$ cat src/rtl/hex2ascii_tx.sv
// hex2ascii_tx: streams a binary word out as printable ASCII hex, most significant nibble first.
// Define HEX2ASCII_CRLF_EN to terminate every word with CR (0x0D) and LF (0x0A).
module hex2ascii_tx #(
  parameter int NIBBLES   = 8,
  parameter bit LOWERCASE = 1'b0
) (
  input  logic                 clk,
  input  logic                 rst_n,
  input  logic [4*NIBBLES-1:0] word_in,
  input  logic                 word_valid,
  output logic                 word_ready,
  output logic [7:0]           ascii_data,
  output logic                 ascii_valid,
  input  logic                 ascii_ready,
  output logic                 busy
);

  localparam int W  = 4 * NIBBLES;
  localparam int CW = $clog2(NIBBLES + 1);
  localparam logic [CW-1:0] LAST = CW'(NIBBLES - 1);

`ifdef HEX2ASCII_CRLF_EN
  typedef enum logic [1:0] {IDLE, DIGIT, CR, LF} state_t;
`else
  typedef enum logic {IDLE, DIGIT} state_t;
`endif

  state_t          state_q;
  logic [W-1:0]    shift_q;
  logic [W-1:0]    shift_d;
  logic [CW-1:0]   cnt_q;
  logic            word_ready_q;
  logic            ascii_valid_q;
  logic [7:0]      ascii_data_q;
  logic            word_acc;
  logic            char_acc;

  function automatic logic [7:0] hexChar(input logic [3:0] nib);
    if (nib < 4'd10) return 8'h30 + {4'h0, nib};
    else if (LOWERCASE) return 8'h57 + {4'h0, nib};
    else return 8'h37 + {4'h0, nib};
  endfunction

  assign shift_d  = shift_q << 4;
  assign word_acc = word_valid & word_ready_q;
  assign char_acc = ascii_valid_q & ascii_ready;

  // The next character is computed from the already-shifted word so there is no bubble between digits.
  always_ff @(posedge clk or negedge rst_n) begin
    if (!rst_n) begin
      state_q       <= IDLE;
      shift_q       <= '0;
      cnt_q         <= '0;
      word_ready_q  <= 1'b0;
      ascii_valid_q <= 1'b0;
      ascii_data_q  <= 8'h00;
    end else begin
      case (state_q)
        IDLE: begin
          word_ready_q <= 1'b1;
          if (word_acc) begin
            shift_q       <= word_in;
            cnt_q         <= '0;
            ascii_data_q  <= hexChar(word_in[W-1 -: 4]);
            ascii_valid_q <= 1'b1;
            word_ready_q  <= 1'b0;
            state_q       <= DIGIT;
          end
        end
        DIGIT: begin
          if (char_acc) begin
            shift_q <= shift_d;
            cnt_q   <= cnt_q + 1'b1;
            if (cnt_q == LAST) begin
`ifdef HEX2ASCII_CRLF_EN
              ascii_data_q  <= 8'h0D;
              state_q       <= CR;
`else
              ascii_valid_q <= 1'b0;
              word_ready_q  <= 1'b1;
              state_q       <= IDLE;
`endif
            end else begin
              ascii_data_q <= hexChar(shift_d[W-1 -: 4]);
            end
          end
        end
`ifdef HEX2ASCII_CRLF_EN
        CR: begin
          if (char_acc) begin
            ascii_data_q <= 8'h0A;
            state_q      <= LF;
          end
        end
        LF: begin
          if (char_acc) begin
            ascii_valid_q <= 1'b0;
            word_ready_q  <= 1'b1;
            state_q       <= IDLE;
          end
        end
`endif
        default: state_q <= IDLE;
      endcase
    end
  end

  assign word_ready  = word_ready_q;
  assign ascii_valid = ascii_valid_q;
  assign ascii_data  = ascii_data_q;
  assign busy        = (state_q != IDLE);

endmodule

$ cat config.mk
export PLATFORM = sky130hd
export DESIGN_NAME = hex2ascii_tx
export DESIGN_NICKNAME = d
export VERILOG_FILES = /design/src/rtl/hex2ascii_tx.sv
export SDC_FILE = /design/constraint.sdc
export NUM_CORES = 1
export LEC_CHECK = 0
export BUFFER_PORTS_ARGS = -buffer_cell sky130_fd_sc_hd__buf_2
export CORE_MARGIN = 2
export CORE_UTILIZATION = 45
export CTS_BUF_LIST = sky130_fd_sc_hd__clkbuf_4
export CTS_CLUSTER_DIAMETER = 60
export DETAILED_ROUTE_END_ITERATION = 8
export PLACE_DENSITY = 0.8
export SYNTH_ARGS = -nofsm -noshare
export SYNTH_HDL_FRONTEND = slang
export SYNTH_SLANG_ARGS = --single-unit
$ cat constraint.sdc
create_clock -name clk -period 1.5 [get_ports clk]
set_input_delay 0.15 -clock clk [delete_from_list [all_inputs] [get_ports clk]]
set_output_delay 0.15 -clock clk [all_outputs]
set_load 0.01 [all_outputs]
---- Word level (Yosys, flattened, before mapping) ----
Index checks and enable logic that the tools add are counted.
word-level totals
  flip-flop bits (word level) ............. 43
  input bits .............................. 36
  output and inout bits ................... 11
  word-level logic and storage cells ...... 49
operators by class
  $add $sub $neg .......................... 5
  order comparisons ....................... 2
  equality and inequality tests ........... 5
  mux-type cells .......................... 24
  bitwise gates (word level) .............. 3
  reduce and logical (&&, ||, !) cells .... 4
operators with widths
  kind                                                   number
  2-to-1 mux 28 bit                                      2
  one-hot mux 28 bit (2 select lines)                    1
  adder 6 x 4 -> 7 bit, first input constant             4
  2-to-1 mux 8 bit                                       3
  one-hot mux 8 bit (2 select lines)                     1
  2-to-1 mux 7 bit                                       2
  2-to-1 mux 1 bit                                       9
  less-than comparator 4 bit, second input constant      2
  2-to-1 mux 4 bit                                       2
  one-hot mux 4 bit (2 select lines)                     1
  one-hot mux 1 bit (2 select lines)                     3
  AND reduction 3 bit                                    2
  adder 4 x 1 -> 4 bit, second input constant            1
  == test 4 x 3 -> 1 bit, second input constant          1
  inequality test 2 x 1 -> 1 bit, second input constant  2
  inequality test 2 bit, second input constant           2
  AND reduction 2 bit                                    2
  bitwise AND 1 bit                                      2
  NOT 1 bit                                              1

---- Longest topological paths before layout ----
Gate-level depths: netlist of the first run.
  depth after elaboration ................. 5
  gate-level depth with buffers ........... 6

---- Worst setup path before layout of the first run ----
No wires, ideal clock.
  path kind ............................... register -> register
  start ................................... register state_q (netlist: busy)
  end ..................................... register ascii_data_q[0] (netlist: ascii_data[0])
  data arrival time ....................... 1.471 ns
  data required time ...................... 1.372 ns
  slack ................................... -0.099 ns
  cell stages (with the launch flop) ...... 6
  buffers on the path ..................... 1
  period minus slack after synthesis ...... 1.599 ns
  cell sequence ........................... dfrtp_1 and3b_1 buf_2 a21oi_2 a21oi_4 mux2_1
on the way
  cells in the longest elaborated chain, start to end .. 3
  elaborated cells between the ends (all ways) .. 6
  classes of those cells .................. eq/ne (3); mux (1); bitwise (1); reduce/logical (1)
ends and longest elaborated chain
  what                             line  source
  start: declaration               28    state_t state_q;
  start signal: assignment         51    state_q <= IDLE;
  start signal: assignment         67    state_q <= DIGIT;
  start signal: assignment         81    state_q <= IDLE;
  NOT 1 bit                        -
  inequality test 2 bit (no line)  -
  AND reduction 3 bit (no line)    -
  end signal: assignment           64    ascii_data_q <= hexChar(word_in[W-1 -: 4]);
  end signal: assignment           84    ascii_data_q <= hexChar(shift_d[W-1 -: 4]);
  end: declaration                 34    logic [7:0] ascii_data_q;
Several ways; a longest one is shown, not always the timed one.
A chain may end at the register's enable or synchronous reset.

---- Worst setup path in the final report of the first run ----
  start ................................... register cnt_q[1]
  end ..................................... register ascii_data_q[5] (netlist: ascii_data[5])
on the way
  cells in the longest elaborated chain, start to end .. 3
ends and longest elaborated chain
  what                             line  source
  start: declaration               31    logic [CW-1:0] cnt_q;
  start signal: assignment         73    cnt_q <= cnt_q + 1'b1;
  == test 4 x 3 -> 1 bit           74    if (cnt_q == LAST) begin
  inequality test 2 bit (no line)  -
  AND reduction 3 bit (no line)    -
Every way passes these cells.

==> impl_metrics.tcl, run 1 <==
set metrics [dict create \
    p_per_area_mw_per_mm2 1560 \
    nets 295 \
    boundaryPins 47 \
    worst_slack_ns 0.0220 \
    via_per_inst 5.17 \
    cp.arrival_ns 1.73 \
    path_clk_slew_ns 0.11 \
    path_depth 5 \
    grt_start_max_net_pins 55 \
    met3_length_um 211 \
    crit_type "reg -> reg" \
    ys.flop_type "dfrtp_1" \
    synthXorXnorAreaFrac_pct 1.72 \
    rsz0062_at_grt "yes" \
    crit_required_ns 1.75 \
    first_global_vias 1519 \
    max-clock-path-buffers 2 \
    synth_fp_nets 236 \
    die_w_um 71.4 \
    postSynth.asyncResetShare_pct 100 \
    syn_inst 197 \
    avgSynthCellArea_um2 10.4 \
    grt_overflow_total 0 \
    cpPeakStageDelay_ns 0.42 \
    post-route-util_pct 58.9 \
    cts_tree "done" \
    crit_chain "ha_2 -> nand3b_1 -> a21oi_2 -> a21oi_4 -> mux2_4" \
    dpl_cell_area_mm2 0.00239 \
    met2_length_um 1920 \
    cp_num_buf_inv 0 \
    slew_viol_final 0 \
    synthAdderAreaFrac_pct 1.84 \
    row_count 24 \
    finish.instance_area_mm2 0.00256 \
    start_util_pct 46.9 \
    filler_cell_count 384 \
    muxShareOfSynthArea_pct 15.0 \
    hold_path_depth 2 \
    skew_ns 0.00764 \
    r2r_cells 5 \
    drt_iter0_drc 86 \
    yosys-top-cells-area "dfrtp_1 51%, mux2i_1 13%, o21ai_0 7.1%" \
    gp_congestion 0.785 \
    yosys.area.top_type "dfrtp_1" \
    setup_viol_count_final 0 \
    clk_latency_ns 0.36 \
    syn_area_mm2 0.00204 \
    p_total_mw 4.01 \
    grt_first_pass_wirelength_um 6980 \
    synth-compound-area-share_pct 15.1 \
    numPortBuffers 45 \
    grtUsageTotal_pct 17.5 \
    drt-pass1-iter-count 4 \
    antenna_found_initial 0 \
    max_freq_mhz 677 \
    drc_errors 0 \
    final_cell_mix "45 x buf_2, 41 x dfrtp_1, 33 x nand2_1" \
    instances_no_fill 309 \
    period_share_pct 98.5 \
    via_count 1599 \
    routed_wl_um 4150 \
    topRoutingLayerUsed "met4" \
    dp_hpwl_um 2810 \
    synth-simple-area-share_pct 10.8 \
    cpMaxStageDelayCell "dfrtp_1" \
    yosys.cell_types.count 34 \
    drt-met1-wl_um 1920 \
    ys_seq_area_share_pct 51.5 \
    area_delta_synth_final_pct 25.5 \
    postRouteAntennaNets 0 \
    synth_top_family_by_area "compound AO/OA/AOI/OAI gates" \
    p_leak_nw 1.37 \
    dieArea_mm2 0.00509 \
    dp.cells 294 \
    hp-class "in -> reg" \
    layout_commonest_cell "buf_2" \
    dieHeight_um 71.4 \
    drive_gt1_share_pct 31.1 \
    synth.top_cell.area_share_pct 51.5 \
    status "finished clean" \
    fin_crit_ns 1.48 \
    path_delay_family "flip-flops" \
    maxCapViolCount 0 \
    cts_sinks 42 \
    ys_ff_latch 42 \
    hold_viol_final 0 \
    peakVddDrop_mv 0.751 \
    h-tree-depth 2 \
    yosysWarnings 0 \
    cp-end-kind "flop" \
    synth_edf_count 0 \
    critPathMaxFanout 5 \
    pre_cts_ws_ns 0.0468 \
    clock_tree.root_cell "clkbuf_4" \
    core_mm2 0.00435 \
    antenna-diode-count 0 \
    start_kind "flop" \
    wire_per_inst_um 13.4 \
    cts_buffers 5 \
]
## state kept, by name (all words and copies together) (netlist names)
register     flops
word_ready       1
busy             1
cnt_q            4
shift_q         28
ascii_data       7
ascii_valid      1
## synthesized netlist by cell type (all sizes together), types with 2 or more instances
cell type	number
xnor2	2
nand2	33
o21a	2
clkbuf	3
a22o	5
dfrtp	42
nor2b	3
buf	8
nor2	5
ha	3
a21oi	7
xor2	2
nand4	2
inv	7
mux2	4
a211oi	2
mux2i	26
o21ai	29
## where the power goes
group	switching, mW	internal, mW
logic	0.802	0.839
clock network	0.359	0.194
registers	0.268	1.55
total	1.43	2.58
## cell type report
cell class	count	area [um^2]	area share (%)
Inverter	7	26.3	1.03
Clock inverter	2	8.76	0.342
Sequential cell	42	1050	41.1
Multi-Input combinational cell	137	951	37.1
Timing Repair Buffer	63	414	16.2
Clock buffer	6	45.0	1.76
Tap cell	52	65.1	2.54
## worst paths after layout
check / from / endpoint / slack [ns]
worst max register to register: cnt_q[1] / ascii_data[5] / 0.02
max in group asynchronous: rst_n / busy / 0.79
worst min register to register: shift_q[11] / shift_q[11] / 0.49
min in group asynchronous: rst_n / shift_q[27] / 0.23
worst min-delay path: word_in[0] / shift_q[0] / 0.01
worst max-delay path: cnt_q[1] / ascii_data[5] / 0.02
## stage by stage
stage | TNS (ns) | hold slack, ns
floorplan | -0.133 | -0.146
global placement | 0 | 0.0831
detailed placement | 0 | 0.0861
CTS | 0 | 0.00620
global route | -0.135 | 0.00446
finish | 0 | 0.0136
## what timing repair did
item,4_1_cts,5_1_grt
gates resized for setup,0,12
setup endpoints to repair,0,22
hold buffers,1,2
endpoints found under the hold margin,14,2
buffers inserted,0,3
## layer usage
layer | global-route usage (%) | vias up
li1 | - | 810
met1 | 23.1 | 741
met4 | 9.01 | 0
met5 | 0 | -
met3 | 4.64 | 11
met2 | 26.4 | 37
## logic make-up (layout without fill, tap and decap cells)
| group | Yosys count | after routing |
|---|---|---|
| AOI/OAI and AO/OA | 50 | 50 |
| xor gates and xnor gates | 4 | 4 |
| adders and majority gates | 3 | 3 |
| buffers and inverters | 18 | 78 |
| DFF | 42 | 42 |
| muxes | 30 | 30 |
| other | 1 | 1 |
| and+or+nand+nor | 49 | 49 |
Note: power is estimated with default switching activity, not from simulation.
==> run 2: changes to the inputs <==
--- a/config.mk
+++ b/config.mk
@@ -12,6 +12,7 @@
 export CTS_CLUSTER_DIAMETER = 60
 export DETAILED_ROUTE_END_ITERATION = 8
 export PLACE_DENSITY = 0.8
+export RECOVER_POWER = 25
 export SYNTH_ARGS = -nofsm -noshare
 export SYNTH_HDL_FRONTEND = slang
 export SYNTH_SLANG_ARGS = --single-unit
==> run 2 against run 1 <==
  * Cell count stayed put
  * Sequential power about the same
  * Sequential share of layout area barely moved
  * Combinational power about the same
  * Core utilization barely moved
  * Clock power is essentially flat
  * Power fell by 0.11%
  * Worst setup slack hardly changed
  * Hold slack about the same
  * Global-route usage is the same
  * Flip-flop and latch count did not move
  * Register-to-register slack barely moved
  * Highest routed layer unchanged
==> impl_metrics.tcl, run 2 (synthesis gave the netlist of run 1 again) <==
set metrics [dict create \
    p_leak_nw 1.37 \
    setup_viol_count_final 0 \
    r2r_slack_ns 0.02 \
    hp-class "in -> reg" \
    max_freq_mhz 677 \
    skew_ns 0.00764 \
    hold_end "shift_q[0]" \
    cts_buffers 5 \
    maxCapViolCount 0 \
    h-tree-depth 2 \
    path_delay_family "flip-flops" \
    finish.instance_area_mm2 0.00256 \
    final_cell_mix "44 x buf_2, 41 x dfrtp_1, 33 x nand2_1" \
    setup_tns_ns 0 \
    hold_viol_final 0 \
    p_per_area_mw_per_mm2 1560 \
    hold_ws_ns 0.0135 \
    p_total_mw 4.00 \
    largest_register_ffs 28 \
    r2r_cells 5 \
    crit_chain "ha_2 -> nand3b_1 -> a21oi_2 -> a21oi_4 -> mux2_4" \
    cts_sinks 42 \
    peakVddDrop_mv 0.750 \
    hold_path_depth 2 \
    row_count 24 \
    start_kind "flop" \
    layout_commonest_cell "buf_2" \
    worst_slack_ns 0.0222 \
    drive_gt1_share_pct 30.7 \
    die_w_um 71.4 \
    start_util_pct 46.9 \
    drt_iter0_drc 86 \
    antenna_found_initial 0 \
    dieHeight_um 71.4 \
    cpPeakStageDelay_ns 0.42 \
    crit_required_ns 1.75 \
    path_depth 5 \
    maxSlewHeadroom_pct 41.5 \
    critPathMaxFanout 5 \
    crit_type "reg -> reg" \
    first_global_vias 1519 \
    largest-register "shift_q" \
    clock_tree.root_cell "clkbuf_4" \
    cp-end-kind "flop" \
    cp.arrival_ns 1.73 \
    routed_wl_um 4130 \
    antenna-diode-count 0 \
    dp_hpwl_um 2810 \
    drt-pass1-iter-count 4 \
    status "finished clean" \
    via_per_inst 5.16 \
    postRouteAntennaNets 0 \
    r2r_end "ascii_data[5]" \
    drc_errors 0 \
    dieArea_mm2 0.00509 \
    pre_cts_ws_ns 0.0468 \
    grt_start_max_net_pins 55 \
    path_clk_slew_ns 0.11 \
    dpl_cell_area_mm2 0.00239 \
    dp.cells 294 \
    fin_crit_ns 1.48 \
    wire_per_inst_um 13.4 \
    gp_congestion 0.785 \
    tightest_slew_ns 0.878 \
    grt_first_pass_wirelength_um 6980 \
    max-clock-path-buffers 2 \
    reg2reg_from "cnt_q[1]" \
    instances_no_fill 309 \
    hold_start "word_in[0]" \
    core_mm2 0.00435 \
    numPortBuffers 45 \
    boundaryPins 47 \
    nets 295 \
    post-route-util_pct 58.8 \
    rsz0062_at_grt "yes" \
    clk_latency_ns 0.36 \
    cpMaxStageDelayCell "dfrtp_1" \
    area_delta_synth_final_pct 25.4 \
    cts_tree "done" \
    grtUsageTotal_pct 17.5 \
    grt_overflow_total 0 \
    cp_num_buf_inv 0 \
    period_share_pct 98.5 \
    slew_viol_final 0 \
    via_count 1593 \
]
run 2: final cells by class:
class	instances	area, um^2
timing repair buffer	63	413
clock inverter	2	8.76
inverter	7	26.3
fill	385	1790
clock buffer	6	45.0
multi-input combinational	137	951
tap	52	65.1
sequential	42	1050
run 2: metal layers:
| metal | global-route usage [%] | routed length (um) |
|---|---|---|
| met1 | 23.1 | 1930 |
| met2 | 26.4 | 1900 |
| met3 | 4.64 | 213 |
| met4 | 9.01 | 91 |
| met5 | 0 | 0 |
run 2: worst max-delay path by stage:
stage | to | start | slack [ns]
after floorplan | ascii_data[0] | busy | -0.03
after global placement | ascii_data[0] | cnt_q[0] | 0.08
after detailed placement | ascii_data[2] | word_in[29] | 0.05
after global routing | ascii_data[5] | cnt_q[1] | -0.04
after CTS | ascii_data[3] | cnt_q[1] | 0.03
final | ascii_data[5] | cnt_q[1] | 0.02
run 2: timing repair:
| item | CTS | global route |
|---|---|---|
| resized for setup | 0 | 12 |
| setup buffers | 0 | 3 |
| hold endpoints to repair | 14 | 2 |
| endpoints found under the setup margin | 0 | 22 |
| hold buffers | 1 | 2 |
run 2: where the power goes:
part	switching [mW]	total [mW]	internal, mW
clock	0.359	0.553	0.194
sequential	0.267	1.81	1.55
combinational	0.800	1.64	0.838
total	1.43	4.00	2.58
